## config.mk

```make
export PLATFORM = sky130hd
export DESIGN_NAME = priority_arbiter_rr
export DESIGN_NICKNAME = d
export VERILOG_FILES = /design/src/rtl/priority_arbiter_rr.sv
export SDC_FILE = /design/constraint.sdc
export NUM_CORES = 1
export LEC_CHECK = 0
export CORE_AREA = 5 5 71 73
export DETAILED_ROUTE_END_ITERATION = 7
export DIE_AREA = 0 0 76 78
export GPL_TIMING_DRIVEN = 0
export MAX_ROUTING_LAYER = met4
export PLACE_DENSITY = 0.73
export SYNTH_ARGS = -nofsm -noshare
export SYNTH_HDL_FRONTEND = slang
export SYNTH_SLANG_ARGS = --single-unit
```

## constraint.sdc

```tcl
create_clock -name clk -period 3.8 [get_ports clk]
set_input_delay 1.14 -clock clk [delete_from_list [all_inputs] [get_ports clk]]
set_output_delay 1.14 -clock clk [all_outputs]
set_load 0.02 [all_outputs]
```

## src/rtl/priority_arbiter_rr.sv

```systemverilog
// priority_arbiter_rr: registered N-request arbiter with fixed-priority or
// round-robin selection and a valid/ack grant handshake. In fixed mode the
// highest-numbered request wins, matching the old 8-to-3 priority encoder.
module priority_arbiter_rr #(
  parameter int N    = 8,
  parameter int IDXW = $clog2(N)
) (
  input  logic            clk,
  input  logic            rst_n,
  input  logic [N-1:0]    req,
  input  logic            mode,
  input  logic            gnt_ack,
  output logic            gnt_valid,
  output logic [IDXW-1:0] gnt_idx,
  output logic [N-1:0]    gnt_onehot,
  output logic [IDXW-1:0] last_idx
);

  typedef enum logic {IDLE, GRANT} state_e;

  state_e            state_q, state_d;
  logic [IDXW-1:0]   gnt_idx_q, gnt_idx_d;
  logic [N-1:0]      gnt_onehot_q, gnt_onehot_d;
  logic [IDXW-1:0]   last_idx_q, last_idx_d;

  logic              accept;
  logic              evaluate;
  logic [IDXW-1:0]   base_idx;
  logic [IDXW-1:0]   ptr;
  logic [IDXW-1:0]   pos;
  logic              sel_found;
  logic [IDXW-1:0]   sel_idx;

  // Selection: fixed mode is round-robin with the pointer pinned at 0, so a
  // single descending search from ptr-1 (wrapping, ptr itself last) covers both.
  // On an acceptance cycle the just-accepted index is the pointer, which lets
  // back-to-back grants rotate without waiting for last_idx to update.
  always_comb begin
    accept    = (state_q == GRANT) && gnt_ack;
    evaluate  = (state_q == IDLE) || accept;
    base_idx  = accept ? gnt_idx_q : last_idx_q;
    ptr       = mode ? base_idx : '0;
    sel_found = 1'b0;
    sel_idx   = '0;
    pos       = '0;
    for (int k = N; k >= 1; k--) begin
      pos = IDXW'((int'(ptr) + N - k) % N);
      if (req[pos]) begin
        sel_found = 1'b1;
        sel_idx   = pos;
      end
    end
  end

  // Next-state: grants hold until accepted; an evaluation with no requests
  // returns to IDLE keeping the old index but clearing the one-hot.
  always_comb begin
    state_d      = state_q;
    gnt_idx_d    = gnt_idx_q;
    gnt_onehot_d = gnt_onehot_q;
    last_idx_d   = last_idx_q;
    if (accept) begin
      last_idx_d = gnt_idx_q;
    end
    if (evaluate) begin
      if (sel_found) begin
        state_d      = GRANT;
        gnt_idx_d    = sel_idx;
        gnt_onehot_d = {{(N-1){1'b0}}, 1'b1} << sel_idx;
      end else begin
        state_d      = IDLE;
        gnt_onehot_d = '0;
      end
    end
  end

  // State and output registers, cleared asynchronously by rst_n.
  always_ff @(posedge clk or negedge rst_n) begin
    if (!rst_n) begin
      state_q      <= IDLE;
      gnt_idx_q    <= '0;
      gnt_onehot_q <= '0;
      last_idx_q   <= '0;
    end else begin
      state_q      <= state_d;
      gnt_idx_q    <= gnt_idx_d;
      gnt_onehot_q <= gnt_onehot_d;
      last_idx_q   <= last_idx_d;
    end
  end

  assign gnt_valid  = (state_q == GRANT);
  assign gnt_idx    = gnt_idx_q;
  assign gnt_onehot = gnt_onehot_q;
  assign last_idx   = last_idx_q;

endmodule
```

==> impl_metrics.tcl <==
set metrics [dict create \
    yosysSeqAreaShare 0.223 \
    dp_hpwl_microns 3830 \
    grt_first_pass_wirelength_microns 8970 \
    hold_viol 0 \
    root_buffer "clkbuf_8" \
    syn_area_sq_um 1680 \
    crit_path_max_fanout 5 \
    wl_per_cell_microns 18.1 \
    syn_nets 211 \
    violations "negative setup slack" \
    yosysTopAreaCell "dfrtp_1" \
    async_reset_ff_frac 1.00 \
    ir_drop_mv 0.431 \
    die_h_microns 78 \
    worstMarginPinSlew_ns 0.710 \
    cts_tree "yes" \
    p_total_mw 1.64 \
    hp-class "reg2reg" \
    yosysWarnings 0 \
    fin_ws_ns -0.0286 \
    detail-route-antenna-nets 0 \
    syn_area_per_cell_sq_um 8.54 \
    layout-drive-gt1-share 0.313 \
    timing.critical_path.mode_cell "mux4_2" \
    slowest_delay_ns 0.52 \
    drc 0 \
    p_per_area_nw_per_um2 687 \
    numCtsBuffers 3 \
    initial_core_util 0.392 \
    fmax_mhz 261 \
    cp.depth 12 \
    synth_xor_area_frac 0.0260 \
    period_needed_ns 3.83 \
    relSlewSlack 0.525 \
    dr.pass1.iters 5 \
    cts.sinks 15 \
    clock-skew-final_ns 0.00202 \
    num-nets-final 264 \
    ios 27 \
    synth_ff_type "dfrtp_1" \
    grt.overflow.total 0 \
    rr_worst_depth 11 \
    status "finished, violations left" \
    path_buf_inv 2 \
    synth_edf_count 0 \
    tns_ns -0.0689 \
    cp_top_family "compound AO/OA/AOI/OAI gates" \
    finalSetupViolations 5 \
    syn-instance-count 197 \
    route.vias.total 1918 \
    critPathLaunchType "input port" \
    worst-setup-path-type "in2reg" \
    syn_to_final_growth_pct 42.2 \
    vias_per_cell 6.37 \
    ys_types 59 \
    crit_chain "buf_8 -> buf_6 -> a21boi_4 -> o21ai_4 -> ha_4 -> mux4_2 -> or3_1 -> mux4_2 -> o2111ai_2 -> nand4_1 -> a21bo_2 -> o31ai_1" \
    grt_pass1_vias 1829 \
    fp.dieW_microns 76 \
    insertedDiodeCount 0 \
    clk_pin_slew_ns 0.06 \
    grt_antenna_before_repair 0 \
    worstPathArrival_ns 3.99 \
    portBuffers 26 \
    synth.area.mux_share 0.143 \
    synth_compound_area_frac 0.332 \
    reg2reg_from "gnt_valid" \
    synth_area_leaders "dfrtp_1, mux4_2, o211ai_1, nand2_1, mux2i_1" \
    yosys.area_share.simple 0.217 \
    yosysTopAreaCellShare 0.223 \
    leakagePower_nw 0.939 \
    clock_latency_ns 0.25 \
    grt_max_degree 16 \
    max_cap_violations 0 \
    coreArea_sq_um 4290 \
    min-delay-start "gnt_onehot[6]" \
    drtIter0Drc 154 \
    gp_congestion 0.940 \
    slowest_stage "mux4_2" \
    cts_hold_buf 0 \
    fin_crit_sh 1.01 \
    rsz0062_at_grt "yes" \
    htree_levels 1 \
    stdcell_count 301 \
    synthAdderAreaFrac 0.0149 \
    grt_usage 0.186 \
    slew_violations 0 \
    ys_ff_latch 15 \
    critical_path_required_ns 3.96 \
    synth_top_family_by_area "compound AO/OA/AOI/OAI gates" \
    rows 24 \
    whs_path_depth 2 \
    clock_path_buffers 2 \
    startpoint "gnt_ack" \
    drt-total-wl_microns 5430 \
    die-area_sq_um 5930 \
    dp_cells 275 \
    endpoint_kind "flop" \
]
## kinds of logic (layout without fill, tap and decap cells)
family	Yosys count	after routing
multiplexers	16	16
AO/OA/AOI/OAI	71	71
flip-flops	15	15
adder cells (fa/ha/maj)	2	2
buffers and inverters	18	70
AND/OR/NAND/NOR	70	70
XOR/XNOR	5	5
## final cells by class
type                    count  area (sq um)
fillers                   386          1900
multi-input cells         164          1370
repair buffers             50           450
flip-flops and latches     15           375
well taps                  52          65.1
plain buffers               8          55.1
clock buffers               3          41.3
inverters                   8          36.3
clock inverters             1          5.00
## worst reg2reg max path, delay by kind of cell, from the launching register on
kind / cells / cell delay, ns
fa+ha+maj: 1 / 0.27
mux: 2 / 0.82
buf+inv: 1 / 0.26
flops: 1 / 0.42
simple gates: 2 / 0.55
compound gates: 5 / 1.01
## report_power, final
group | internal [mW] | switching (mW)
logic | 0.579 | 0.661
registers | 0.217 | 0.0536
clock network | 0.0727 | 0.0600
## path summary, 6_finish.rpt
kind / endpoint / slack [ns]
min reg2reg: gnt_onehot[6] / 0.48
max reg2reg: gnt_onehot[6] / 0.37
max: gnt_onehot[6] / -0.03
min: gnt_onehot[6] / 0.48
max in group asynchronous: gnt_onehot[5] / 2.04
min in group asynchronous: gnt_valid / 1.32
## state kept, by name, indices dropped and copies added (netlist names)
name	count
last_idx	3
gnt_idx	3
gnt_onehot	8
gnt_valid	1
## layout by cell type (no fill, tap or decap), drive strengths merged, types with 3 or more instances in the layout
master         count
a2111oi            3
a211oi             3
a21bo              3
a21boi             4
a21oi              7
a31oi              4
and2               5
and3               7
buf               31
clkbuf             6
clkdlybuf4s50     24
dfrtp             15
inv                7
mux2               4
mux2i              6
mux4               6
nand2             20
nand2b             3
nand3             10
nand3b             4
nand4              3
nor2               8
o211ai            12
o21ai              7
o221ai             3
o31ai              8
xnor2              5
## metrics by stage
step / area [sq um] / util / worst slack, ns / hold slack, ns
after detailed placement: 2070 / 0.482 / -1.13 / 0.468
final: 2390 / 0.557 / -0.0286 / 0.477
after global routing: 2390 / 0.557 / -0.150 / 0.504
after floorplan: 1740 / - / -0.150 / 0.593
after global placement: 2070 / 0.482 / -1.05 / 0.463
after CTS: 2260 / 0.526 / -0.0707 / 0.482
## Yosys cell counts, types with 2 or more instances
cell type / count
mux2_2: 4
nand2b_1: 3
a21oi_1: 7
or3_1: 2
mux4_2: 6
inv_1: 7
nor2b_1: 2
a21boi_1: 3
mux2i_1: 6
o21ai_0: 5
a211oi_1: 3
nand3b_1: 4
and3_1: 7
dfrtp_1: 15
o31ai_1: 8
o221ai_1: 3
nand3_1: 10
nor2_1: 8
o21a_1: 2
and2_1: 5
a2111oi_0: 2
clkbuf_1: 4
nand2_1: 20
xnor2_1: 5
buf_2: 5
nand4_1: 3
o211ai_1: 12
a21bo_1: 2
a31oi_1: 3
ha_1: 2
## repair_timing
item / 4_1_cts / 5_1_grt
buffers inserted: 16 / 8
resized for setup: 26 / 22
endpoints found under the setup margin: 11 / 11
gates cloned: 0 / 0
pin swaps: 13 / 9
## metal layers
metal / up-vias / track usage / share of wire
li1: 883 / - / -
met1: 917 / 0.237 / 0.40
met2: 104 / 0.307 / 0.50
met3: 14 / 0.0255 / 0.076
met4: 0 / 0.0516 / 0.020
met5: - / - / 0
Power figures use the tool's default switching activity.
